## config.mk

```make
export PLATFORM = sky130hd
export DESIGN_NAME = matrix_result_capture_flat
export DESIGN_NICKNAME = d
export VERILOG_FILES = /design/src/rtl/matrix_result_capture_if.sv /design/src/rtl/matrix_result_capture.sv /design/src/flat_wrapper.sv
export SDC_FILE = /design/constraint.sdc
export NUM_CORES = 1
export LEC_CHECK = 0
export ABC_AREA = 1
export CORE_ASPECT_RATIO = 0.6
export CORE_UTILIZATION = 45
export DETAILED_ROUTE_END_ITERATION = 12
export HOLD_SLACK_MARGIN = 0.08
export PLACE_DENSITY_LB_ADDON = 0.05
export SKIP_CTS_REPAIR_TIMING = 1
export SYNTH_ARGS = -nofsm -noshare
export SYNTH_HDL_FRONTEND = slang
export SYNTH_SLANG_ARGS = --single-unit
```

## constraint.sdc

```tcl
create_clock -name clk -period 5.2 [get_ports clk]
set_input_delay 1.04 -clock clk [delete_from_list [all_inputs] [get_ports clk]]
set_output_delay 1.04 -clock clk [all_outputs]
set_load 0.01 [all_outputs]
```

## src/rtl/matrix_result_capture_if.sv

```systemverilog
// Host-side bundle for matrix_result_capture: arm/start handshake, the solver
// write stream, the element read port and the status flags.
interface matrix_result_capture_if #(
    parameter int DATA_W = 32,
    parameter int ADDR_W = 4
);
    logic              arm;
    logic              solver_start;
    logic [DATA_W-1:0] wr_data;
    logic [31:0]       wr_st;
    logic              rd_en;
    logic [ADDR_W-1:0] rd_addr;
    logic [DATA_W-1:0] rd_data;
    logic              rd_valid;
    logic              busy;
    logic              done;
    logic              overflow;
    logic              timeout;

    // Host / solver side: drives requests and the write stream, observes status.
    modport master (
        output arm, wr_data, wr_st, rd_en, rd_addr,
        input  solver_start, rd_data, rd_valid, busy, done, overflow, timeout
    );

    // Capture block side.
    modport slave (
        input  arm, wr_data, wr_st, rd_en, rd_addr,
        output solver_start, rd_data, rd_valid, busy, done, overflow, timeout
    );
endinterface

```

## src/rtl/matrix_result_capture.sv

```systemverilog
// Captures one N*N result matrix streamed from the inverse_matrix solver into a
// local buffer, then serves element reads through a registered read port.
// Flags overflow (writes after completion) and timeout (solver stalled).
module matrix_result_capture #(
    parameter int N       = 3,
    parameter int DATA_W  = 32,
    parameter int TIMEOUT = 1024,
    localparam int DEPTH   = N * N,
    localparam int ADDR_W  = $clog2(DEPTH),
    localparam int TIMER_W = $clog2(TIMEOUT) + 1
) (
    input  logic                   clk,
    input  logic                   rst,
    matrix_result_capture_if.slave bus
);

    typedef enum logic [1:0] {
        IDLE    = 2'd0,
        START   = 2'd1,
        CAPTURE = 2'd2,
        DONE    = 2'd3
    } state_t;

    localparam logic [ADDR_W-1:0]  LAST_PTR  = ADDR_W'(DEPTH - 1);
    localparam logic [ADDR_W-1:0]  DEPTH_A   = ADDR_W'(DEPTH);
    localparam logic [TIMER_W-1:0] EXPIRE_AT = TIMER_W'(TIMEOUT - 1);
    localparam logic [TIMER_W-1:0] TIMER_MAX = '1;

    state_t             state_q, state_d;
    logic [ADDR_W-1:0]  wr_ptr_q, wr_ptr_d;
    logic [TIMER_W-1:0] timer_q, timer_d;
    logic               overflow_q, overflow_d;
    logic               timeout_q, timeout_d;
    logic [DATA_W-1:0]  rd_data_q, rd_data_d;
    logic               rd_valid_q, rd_valid_d;
    logic               wr_en;
    logic               word_valid;

    // Result buffer; plain array so it maps onto on-chip RAM.
    logic [DATA_W-1:0]  buf_mem [0:DEPTH-1];

    // Only bit 0 of the solver status qualifies a word; the rest is ignored.
    assign word_valid = bus.wr_st[0];
    logic unused_wr_st;
    assign unused_wr_st = ^bus.wr_st[31:1];

    // Next-state and control: sequencing, write pointer, stall timer, sticky flags.
    always_comb begin
        state_d    = state_q;
        wr_ptr_d   = wr_ptr_q;
        timer_d    = timer_q;
        overflow_d = overflow_q;
        timeout_d  = timeout_q;
        wr_en      = 1'b0;
        case (state_q)
            IDLE: begin
                if (bus.arm) state_d = START;
            end
            START: begin
                wr_ptr_d   = '0;
                timer_d    = '0;
                overflow_d = 1'b0;
                timeout_d  = 1'b0;
                state_d    = CAPTURE;
            end
            CAPTURE: begin
                if (timer_q != TIMER_MAX) timer_d = timer_q + 1'b1;
                if (word_valid) wr_en = 1'b1;
                // A completing write beats a same-cycle timer expiry.
                if (word_valid && wr_ptr_q == LAST_PTR) begin
                    state_d = DONE;
                end else begin
                    if (word_valid) wr_ptr_d = wr_ptr_q + 1'b1;
                    if (timer_q >= EXPIRE_AT) begin
                        timeout_d = 1'b1;
                        state_d   = IDLE;
                    end
                end
            end
            DONE: begin
                if (word_valid) overflow_d = 1'b1;
                if (bus.arm) state_d = START;
            end
            default: state_d = IDLE;
        endcase
    end

    // Read port: old buffer contents are sampled, so a same-cycle write is not seen.
    always_comb begin
        rd_valid_d = bus.rd_en;
        rd_data_d  = rd_data_q;
        if (bus.rd_en) begin
            rd_data_d = (bus.rd_addr < DEPTH_A) ? buf_mem[bus.rd_addr] : '0;
        end
    end

    // Control and read-port registers, cleared asynchronously.
    always_ff @(posedge clk or posedge rst) begin
        if (rst) begin
            state_q    <= IDLE;
            wr_ptr_q   <= '0;
            timer_q    <= '0;
            overflow_q <= 1'b0;
            timeout_q  <= 1'b0;
            rd_data_q  <= '0;
            rd_valid_q <= 1'b0;
        end else begin
            state_q    <= state_d;
            wr_ptr_q   <= wr_ptr_d;
            timer_q    <= timer_d;
            overflow_q <= overflow_d;
            timeout_q  <= timeout_d;
            rd_data_q  <= rd_data_d;
            rd_valid_q <= rd_valid_d;
        end
    end

    // Buffer write; contents are don't-care after reset so no reset here.
    always_ff @(posedge clk) begin
        if (wr_en) buf_mem[wr_ptr_q] <= bus.wr_data;
    end

    assign bus.solver_start = (state_q == START);
    assign bus.busy         = (state_q == START) || (state_q == CAPTURE);
    assign bus.done         = (state_q == DONE);
    assign bus.overflow     = overflow_q;
    assign bus.timeout      = timeout_q;
    assign bus.rd_data      = rd_data_q;
    assign bus.rd_valid     = rd_valid_q;

endmodule

```

## src/flat_wrapper.sv

```systemverilog
// flat-port wrapper written by rule: the top's interface ports become plain ports
module matrix_result_capture_flat 
#(
    parameter int N       = 3,
    parameter int DATA_W  = 32,
    parameter int TIMEOUT = 1024,
    localparam int DEPTH   = N * N,
    localparam int ADDR_W  = $clog2(DEPTH),
    localparam int TIMER_W = $clog2(TIMEOUT) + 1
)
  (clk, rst, bus_arm, bus_wr_data, bus_wr_st, bus_rd_en, bus_rd_addr, bus_solver_start, bus_rd_data, bus_rd_valid, bus_busy, bus_done, bus_overflow, bus_timeout);
  matrix_result_capture_if #(.DATA_W(DATA_W), .ADDR_W(4)) bus_i ();
  input  logic clk;
  input  logic rst;
  input wire logic [$bits(bus_i.arm)-1:0] bus_arm;
  input wire logic [$bits(bus_i.wr_data)-1:0] bus_wr_data;
  input wire logic [$bits(bus_i.wr_st)-1:0] bus_wr_st;
  input wire logic [$bits(bus_i.rd_en)-1:0] bus_rd_en;
  input wire logic [$bits(bus_i.rd_addr)-1:0] bus_rd_addr;
  output wire logic [$bits(bus_i.solver_start)-1:0] bus_solver_start;
  output wire logic [$bits(bus_i.rd_data)-1:0] bus_rd_data;
  output wire logic [$bits(bus_i.rd_valid)-1:0] bus_rd_valid;
  output wire logic [$bits(bus_i.busy)-1:0] bus_busy;
  output wire logic [$bits(bus_i.done)-1:0] bus_done;
  output wire logic [$bits(bus_i.overflow)-1:0] bus_overflow;
  output wire logic [$bits(bus_i.timeout)-1:0] bus_timeout;
  assign bus_i.arm = bus_arm;
  assign bus_i.wr_data = bus_wr_data;
  assign bus_i.wr_st = bus_wr_st;
  assign bus_i.rd_en = bus_rd_en;
  assign bus_i.rd_addr = bus_rd_addr;
  assign bus_solver_start = bus_i.solver_start;
  assign bus_rd_data = bus_i.rd_data;
  assign bus_rd_valid = bus_i.rd_valid;
  assign bus_busy = bus_i.busy;
  assign bus_done = bus_i.done;
  assign bus_overflow = bus_i.overflow;
  assign bus_timeout = bus_i.timeout;
  matrix_result_capture #(.N(N), .DATA_W(DATA_W), .TIMEOUT(TIMEOUT)) u_core (.clk(clk), .rst(rst), .bus(bus_i));
endmodule
```

==> results of run 1 <==
-- metal layers --
metal / vias to the layer above / global-route usage (%) / share of wire [%]
met5: - / 0 / 0
met1: 4275 / 32.38 / 50
met2: 208 / 32.54 / 44
li1: 4319 / - / -
met3: 48 / 3.146 / 4.5
met4: 0 / 5.891 / 1.9
-- metrics by stage --
stage / power (mW) / setup WS [ns] / area [um^2] / hold WS (ns) / utilization (%)
2_1_floorplan: 3.613 / 1.180 / 13790 / 0.4851 / -
3_3_place_gp: 3.918 / 1.640 / 15000 / 0.4629 / 49.93
3_5_place_dp: 3.926 / 1.638 / 15000 / 0.4658 / 49.93
4_1_cts: 6.319 / 2.188 / 16070 / 0.4820 / 53.49
5_1_grt: 6.511 / 2.072 / 16070 / 0.4937 / 53.49
6_report: 6.263 / 2.213 / 16070 / 0.4754 / 53.49
-- power groups by stage --
| stage | clock network (mW) | registers [mW] | logic (mW) |
|---|---|---|---|
| after floorplan | 0 | 3.20 | 0.414 |
| after global placement | 0 | 3.18 | 0.733 |
| after detailed placement | 0 | 3.19 | 0.739 |
| after CTS | 2.45 | 3.13 | 0.741 |
| after global routing | 2.55 | 3.14 | 0.818 |
| final | 2.40 | 3.13 | 0.731 |
-- flip-flops by register name, indices dropped and copies added (netlist names) --
register and cells:
u_core.wr_ptr_q 4, u_core.state_q 2, u_core.bus.overflow 1, u_core.bus.rd_data 32
u_core.timer_q 11, u_core.bus.timeout 1, u_core.buf_mem 288, u_core.bus.rd_valid 1
-- area by class of cell --
cell class	instances	area, um^2	share of cell area [%]
tap	408	510.5	3.177
clock inverter	7	61.31	0.3815
sequential	340	9950	61.91
multi-input combinational	762	3400	21.15
inverter	45	171.4	1.067
clock buffer	54	1010	6.283
timing repair buffer	103	968.4	6.026
-- cells in the mapped netlist --
library cell	instances	area, um^2
buf_6	1	11.26
nor2_2	1	6.260
o31ai_1	1	7.510
ha_1	8	100.1
edfxtp_1	288	8648
o22ai_1	1	6.260
buf_4	14	105.1
a21oi_1	2	10.01
or2_2	1	6.260
o21ai_0	22	110.1
nand2_4	1	11.26
buf_2	22	110.1
o211ai_1	12	90.09
o21ai_1	5	25.02
nand2_2	1	6.260
o21ai_2	2	17.52
nand4_1	5	31.28
nand2_1	375	1408
dfrtp_1	52	1301
xor2_1	2	17.52
a31oi_1	1	6.260
buf_1	9	33.78
inv_2	4	15.01
inv_1	41	153.9
nand3_1	210	1051
nor3_1	11	55.05
clkbuf_1	18	67.56
nor2_1	101	379.1
-- worst max-delay path by stage --
stage	start	to	slack, ns	cells after the start
after floorplan	bus_wr_st[0]	u_core.buf_mem[0][0]$_DFFE_PP_	1.18	3
after global placement	bus_wr_st[0]	u_core.buf_mem[3][29]$_DFFE_PP_	1.64	4
after detailed placement	bus_wr_st[0]	u_core.buf_mem[3][3]$_DFFE_PP_	1.64	4
after CTS	bus_wr_st[0]	u_core.buf_mem[3][29]$_DFFE_PP_	2.19	4
after global routing	u_core.state_q[0]$_DFFE_PP0P_	u_core.buf_mem[3][29]$_DFFE_PP_	2.07	5
final	bus_wr_st[0]	u_core.buf_mem[3][29]$_DFFE_PP_	2.21	4
-- worst register-to-register path: stages (launching register included) --
cell and delay, ns:
dfrtp_1 0.41, inv_1 0.07, ha_1 0.43, nand2_1 0.47, nor3_2 0.90, buf_12 0.33
-- logic make-up after synthesis --
group	Yosys count	synth area share, %
buffers and inverters	109	3.602
AOI/OAI and AO/OA	46	1.978
and+or+nand+nor	706	21.42
xor gates and xnor gates	2	0.1270
adders and majority gates	8	0.7259
DFF	340	72.15
==> impl_metrics.py, run 1 <==
metrics = {
    "clock_network": {
        "cts_root_buf": "clkbuf_16",
        "cts_tree": "yes",
        "clk_path_buf_depth": 3,
        "clk_latency_ns": 0.52,
        "cts_buffers": 34,
        "clock-sinks": 340,
        "path_clk_slew_ns": 0.06,
        "htree_levels": 2,
    },
    "route": {
        "wl_per_cell_um": 19.06,
        "vias": 8850,
        "drtIter0Drc": 628,
        "wl_um": 32760,
        "drc": 0,
        "ant_nets": 0,
        "vias_per_cell": 5.148,
        "firstDrtPassIters": 5,
    },
    "job": {
        "drv_cap": 0,
    },
    "pwr": {
        "p_switching_mw": 1.542,
        "ir_drop_uv": 295.3,
        "p_int_mw": 4.720,
        "power_frac_clock_pct": 38.3,
        "leakage_nw": 6.074,
        "seq_power_share_pct": 50.0,
        "combPwrFrac_pct": 11.7,
        "powerDensity_nw_per_um2": 389.7,
        "p_sw_share_pct": 24.62,
    },
    "floorplan": {
        "die_h_um": 137.6,
        "fp-row-count": 49,
        "die_area_um2": 31370,
        "die_w_um": 228,
        "ios": 110,
        "initial_core_util_pct": 45.91,
        "core_um2": 30040,
    },
    "layout": {
        "nFillCells": 2660,
        "instances_no_fill": 1719,
        "area_growth_pct": 16.53,
        "layout_commonest_cell": "nand2_1",
        "diodes": 0,
        "most-common-layout-cells": "nand2_1 (375), edfxtp_1 (288), nand3_1 (210)",
        "layout.nets": 1366,
        "drive_gt1_share_pct": 7.170,
    },
    "min_path": {
        "hold_end": "u_core.bus.rd_data[14]$_DFFE_PP0P_",
        "holdPathStages": 2,
        "hold_path.class": "reg2reg",
        "min_from": "u_core.bus.rd_data[14]$_DFFE_PP0P_",
    },
    "worst_setup_path": {
        "reg2reg_from": "u_core.state_q[0]$_DFFE_PP0P_",
        "reg2reg_to": "u_core.buf_mem[3][29]$_DFFE_PP_",
        "crit_path_max_fanout": 25,
        "cp_num_buf_inv": 2,
        "cp_top_family": "simple AND/OR/NAND/NOR gates",
        "start_kind": "input port",
        "worstPathCellList": "clkdlybuf4s50_1 > nand2_1 > nor3_2 > buf_12",
        "setup.worst_path.class": "in2reg",
        "cp_slowest_cell": "nor3_2",
        "critPathArrivalTime_ns": 3.19,
        "critical-path-max-stage-delay_ns": 0.90,
        "crit_required_ns": 5.41,
        "reg2reg_slack_ns": 2.26,
        "crit_path_end_kind": "flip-flop",
        "ff2ff_path_depth": 5,
    },
    "sta": {
        "timing.fmax_mhz": 334.8,
        "maxSlewViolCount": 0,
        "setup_viol": 0,
        "hold_viol": 0,
        "finClkSkew_ns": 0.009289,
        "tns_ns": 0,
        "timing.final.crit_share_pct": 57.44,
        "relSlewSlack_pct": 28.54,
        "worst_pin_slew_ns": 1.072,
        "finalCriticalPeriod_ns": 2.987,
        "rsz0062_at_grt": "false",
    },
    "yosys": {
        "synth.ff_latch_count": 340,
        "synth_seq_area_share_pct": 72.15,
        "synthDistinctLibCells": 28,
        "yosys_warnings": 0,
        "synthCells": 1211,
        "syn_area_per_cell_um2": 11.39,
        "mappedNetlistArea_um2": 13790,
        "synth_nets": 1291,
    },
    "global_routing": {
        "gr-total-overflow": 0,
        "grt_start_max_net_pins": 100,
        "grt_pass1_vias": 8288,
        "grt_pass1_wl_um": 50460,
        "grt_usage_pct": 21.50,
        "antenna_found_initial": 0,
    },
    "place": {
        "gp_congestion": 0.7447,
        "place.port_buffers": 78,
        "dp_cells": 1658,
        "dp_hpwl_um": 17480,
    },
    "status": {
        "outcome": "complete, no violations",
    },
}
No activity file was read; power rests on OpenSTA's default activity.
==> inputs of run 2 (changes only) <==
==> constraint.sdc (replaced) <==
create_clock -name clk -period 2.55 [get_ports clk]
set_input_delay 0.51 -clock clk [delete_from_list [all_inputs] [get_ports clk]]
set_output_delay 0.51 -clock clk [all_outputs]
set_load 0.01 [all_outputs]
==> run 2 against run 1 <==
Wire length down 2.1%. Global-route usage decreased by 0.43 points. Worst hold slack lost 0.069 ns. Register-to-register slack got worse by 1.5 ns. Clock power is 100% higher. Worst setup slack worse by 2.1 ns. Clock skew up 0.0074 ns. Count of clock-buffer cells in the layout is 2 higher. Die area is the same. Critical path type is now reg2out. Cell area up 1.8%.
==> impl_metrics.py, run 2 (synthesized netlist as in run 1, its figures left out) <==
metrics = {
    "status": {
        "outcome": "complete, no violations",
    },
    "sta": {
        "finalCriticalPeriod_ns": 2.434,
        "setup_viol": 0,
        "rsz0062_at_grt": "false",
        "timing.fmax_mhz": 410.8,
        "worst_pin_slew_ns": 0.6715,
        "maxSlewViolCount": 0,
        "finClkSkew_ns": 0.01671,
        "hold_viol": 0,
        "relSlewSlack_pct": 55.23,
        "timing.final.crit_share_pct": 95.45,
    },
    "clock_network": {
        "clk_path_buf_depth": 3,
        "path_clk_slew_ns": 0.06,
        "cts_tree": "yes",
        "htree_levels": 2,
        "clk_latency_ns": 0.52,
        "cts_root_buf": "clkbuf_16",
        "cts_buffers": 35,
        "clock-sinks": 340,
    },
    "layout": {
        "multi_input_area_um2": 3450,
        "layout_commonest_cell": "nand2_1",
        "area.sequential_um2": 9950,
        "largest_reg_flops": 288,
        "largest-register": "u_core.buf_mem",
        "most-common-layout-cells": "nand2_1 (375), edfxtp_1 (288), nand3_1 (210)",
        "area_growth_pct": 18.64,
        "diodes": 0,
        "fin_area_um2": 16360,
        "layout.nets": 1374,
        "nFillCells": 2598,
        "drive_gt1_share_pct": 7.803,
    },
    "pwr": {
        "powerDensity_nw_per_um2": 782.5,
        "seq_power_share_pct": 49.9,
        "power_mw": 12.80,
        "p_switching_mw": 3.162,
        "p_int_mw": 9.641,
        "ir_drop_uv": 554.4,
        "power_frac_clock_pct": 37.8,
        "p_sw_share_pct": 24.69,
        "leakage_nw": 6.225,
        "combPwrFrac_pct": 12.3,
    },
    "floorplan": {
        "ios": 110,
        "fp-row-count": 49,
        "die_h_um": 137.6,
        "die_area_um2": 31370,
        "core_um2": 30040,
        "initial_core_util_pct": 45.91,
        "die_w_um": 228,
    },
    "route": {
        "drtIter0Drc": 605,
        "ant_nets": 0,
        "vias": 8798,
        "firstDrtPassIters": 5,
        "wl_per_cell_um": 18.57,
        "vias_per_cell": 5.091,
        "wl_um": 32080,
        "drc": 0,
    },
    "place": {
        "place.port_buffers": 78,
        "postPlaceCellArea_um2": 15290,
        "gp_congestion": 0.7423,
        "dp_hpwl_um": 17150,
    },
    "worst_setup_path": {
        "start_kind": "flip-flop",
        "crit_path_end_kind": "output port",
        "setup.worst_path.class": "reg2out",
        "critPathArrivalTime_ns": 1.92,
        "crit_required_ns": 2.04,
        "crit_path_max_fanout": 4,
    },
    "job": {
        "drv_cap": 0,
    },
    "global_routing": {
        "grt_pass1_wl_um": 49650,
        "grt_start_max_net_pins": 53,
        "gr-total-overflow": 0,
        "antenna_found_initial": 0,
        "grt_pass1_vias": 8257,
        "grt_usage_pct": 21.07,
    },
    "min_path": {
        "hold_path.class": "in2async",
    },
}
[run 2: worst paths after layout]
kind	start	endpoint	slack, ns	cells past startpoint
max	u_core.state_q[0]$_DFFE_PP0P_	bus_busy	0.12	4
min	rst	u_core.bus.rd_data[0]$_DFFE_PP0P_	0.41	2
max reg2reg	u_core.wr_ptr_q[0]$_DFFE_PP0P_	u_core.buf_mem[0][3]$_DFFE_PP_	0.78	5
min reg2reg	u_core.bus.rd_data[8]$_DFFE_PP0P_	u_core.bus.rd_data[8]$_DFFE_PP0P_	0.48	2
max in group asynchronous	rst	u_core.wr_ptr_q[1]$_DFFE_PP0P_	1.56	3
min in group clk	u_core.bus.rd_data[8]$_DFFE_PP0P_	u_core.bus.rd_data[8]$_DFFE_PP0P_	0.48	2
[run 2: power by group through the flow]
stage	registers (mW)	logic [mW]	clock network [mW]
finish	6.39	1.58	4.84
global route	6.41	1.76	5.15
CTS	6.39	1.60	4.96
detailed placement	6.50	1.59	0
global placement	6.50	1.58	0
floorplan	6.52	0.859	0
[run 2: layout make-up]
cell class | instances | share of cell area (%)
multi-input cells | 762 | 21.08
well taps | 408 | 3.120
repair buffers | 110 | 7.388
flip-flops and latches | 340 | 60.81
clock inverters | 7 | 0.2065
clock buffers | 56 | 6.340
inverters | 45 | 1.048
[run 2: metrics by stage]
| step | utilization, % | cells | setup TNS (ns) | worst slack [ns] | hold slack [ns] |
|---|---|---|---|---|---|
| detailed placement | 50.90 | 1665 | 0 | 0.3542 | 0.4650 |
| floorplan | - | 1211 | -39.00 | -0.1523 | 0.4851 |
| global route | 54.46 | 1728 | 0 | 0.03355 | 0.4570 |
| global placement | 50.90 | 1665 | 0 | 0.3755 | 0.4628 |
| CTS | 54.46 | 1728 | 0 | 0.09381 | 0.4350 |
| finish | 54.46 | 1728 | 0 | 0.1159 | 0.4066 |
[run 2: critical path, cell delays in order, from the launching register on]
cell             delay (ns)
dfrtp_1                0.40
inv_1                  0.06
ha_1                   0.33
inv_1                  0.07
clkdlybuf4s50_1        0.54
[run 2: layer usage]
metal | GRT usage [%] | vias to the layer above | wire, um | part of all wire [%]
met4 | 5.145 | 0 | 485 | 1.5
met2 | 31.78 | 181 | 13940 | 43
met1 | 31.98 | 4235 | 16280 | 51
li1 | - | 4339 | - | -
met5 | 0 | - | 0 | 0
met3 | 3.270 | 43 | 1375 | 4.3
==> variant, RTL diff (config.mk and constraints of run 2) <==
`rd_data_q` no longer has a reset.
--- a/src/rtl/matrix_result_capture.sv
+++ b/src/rtl/matrix_result_capture.sv
@@ -103,5 +103,4 @@
             overflow_q <= 1'b0;
             timeout_q  <= 1'b0;
-            rd_data_q  <= '0;
             rd_valid_q <= 1'b0;
         end else begin
@@ -111,7 +110,10 @@
             overflow_q <= overflow_d;
             timeout_q  <= timeout_d;
-            rd_data_q  <= rd_data_d;
             rd_valid_q <= rd_valid_d;
         end
+    end
+
+    always_ff @(posedge clk) begin
+        rd_data_q <= rd_data_d;
     end
 
Check against the original RTL: differs if rst is asserted again (counterexample within 10 cycles, from zero or initial values and one cycle with rst high); with rst held inactive, the same outputs for 10 cycles.
==> variant against run 2 <==
Design area decreased by 2.0%. Clock skew decreased by 1.4 ps. Area after synthesis decreased by 1.8%. Global-route usage decreased by 0.37 points. Routed wire length decreased by 2.6%. Sequential cell count unchanged. Total power decreased by 3.4%. Clock power decreased by 6.6%. Setup slack got worse by 73 ps. Synthesized cell count decreased by 13%. Critical path type unchanged. Critical endpoint unchanged. Largest cell class unchanged.
==> variant: results (changes against run 2) <==
EDFF count, synth 320 (+11%); placed cell areas 15100 um2 (-1.5%); Layout Cells excl Fill 1569 (-9.2%); Global Route Usage Sum 20.7% (-0.37 points); Routability Congestion 0.782 (+5.3%); fin nets 1226 (-11%); R2R depth 6 (+1); Clk Latency, worst-skew pair 580 ps (+60 ps); initial antenna violation count 1 (+1); final-layout fill cell count 2499 (-3.8%); largest cells by area after synthesis edfxtp_1, nor2_1, o21ai_0, nand2_1, dfrtp_1; max reg flops 288 (unchanged); Ys Warns 0 (unchanged); Detailed Place HPWL 17.4 mm (+1.7%); drt first pass iters 5 (unchanged); class of the worst hold path input pin to async pin; Worst path max stage delay 530 ps; WP data arrival 2000 ps (+80 ps); Slew @ Worst Pin 598 ps (-73.6 ps); status complete, no violations; vias in the first global route 7756 (-6.1%); CP max stage cell clkdlybuf4s50_1; largest net degree at the start of global routing 91 (+72%); first-pass GRT wire length 47.7 mm (-3.9%); syn nets 1132 (-12%); top post-synthesis cells by count edfxtp_1, nor2_1, nand2_1, o21ai_0, nand3_1; Final Skew 15.3 ps (-1.38 ps); syn_area_per_cell 12.9 um2 (+13%); Synth cell types 33 (+18%); LEAKAGE 5.54 nW (-11%); Num CTS Buffers 31 (-11%); IO buf count 78 (unchanged); worst slack, placed 302 ps (-52.6 ps); most flop-heavy register u_core.buf_mem; Max Root-Sink Buffers 3 (unchanged); share of layout cells above drive strength 1 10.2% (+2.4 points); final wirelength 31.3 mm (-2.6%); htree depth 1 (-1); routed vias 8187 (-6.9%); FF/Latch Area 10100 um2 (+1.6%); CP max FO 4 (unchanged); ys async rst share 5.88% (-9.4 points); 1st-iter DRT viols 654 (+8.1%); Placed Cells incl. Taps 1513 (-9.1%); gr ovfl total 0 (unchanged); clock-pin transition on the worst setup and hold timing paths 60 ps (about the same); sequential share of the synthesized area 74.7% (+2.5 points); clock root buffer clkbuf_16; VDD IR max 0.634 mV (+14%)
-- variant: routing by layer --
layer | GRT usage [%] | part of all wire, %
met1 | 31.9 | 50
met4 | 3.74 | 1.5
met5 | 0 | 0
met3 | 3.57 | 4.9
met2 | 30.9 | 44
-- variant: final timing paths --
| path | start | endpoint | slack, ps |
|---|---|---|---|
| min reg2reg | u_core.bus.timeout | u_core.bus.timeout | 490 |
| max | u_core.state_q[0] | bus_busy | 40 |
| max in group asynchronous | rst | u_core.wr_ptr_q[1] | 2050 |
| min in group clk | bus_rd_en | u_core.bus.rd_data[3] | 460 |
| min | rst | u_core.state_q[0] | 270 |
| max reg2reg | u_core.state_q[0] | u_core.buf_mem[4][30] | 470 |
-- variant: cell families (layout without fill, tap and decap cells) --
group	after synthesis	in the layout	synth area share, %
adders and majority gates	8	8	0.739
AOI/OAI and AO/OA	209	209	8.93
DFF	340	340	74.7
xor gates and xnor gates	6	6	0.388
and+or+nand+nor	392	392	11.8
other	0	1	0
buffers and inverters	97	213	3.46
-- variant: cell type report --
class                   instances  area share (%)
diodes                          1          0.0156
clock buffers                  38            5.00
clock inverters                17           0.991
inverters                      40           0.952
multi-input cells             615            19.1
flip-flops and latches        340            63.1
well taps                     400            3.12
repair buffers                118            7.76
-- variant: power breakdown --
part	leakage, nW	total (mW)	switching (mW)	internal, mW
registers	3.19	6.42	0.0823	6.34
logic	1.88	1.43	0.917	0.510
clock network	0.479	4.52	1.99	2.52
-- variant: through the flow --
stage	TNS (ps)	hold slack [ps]
detailed placement	0	483
global route	0	311
global placement	0	478
finish	0	273
floorplan	-77190	474
CTS	0	268
-- variant: worst max-delay path: cells and delay by family (launching register included) --
kind,cells,cell delay (ps)
flops,1,410
fa+ha+maj,1,330
buf+inv,3,680
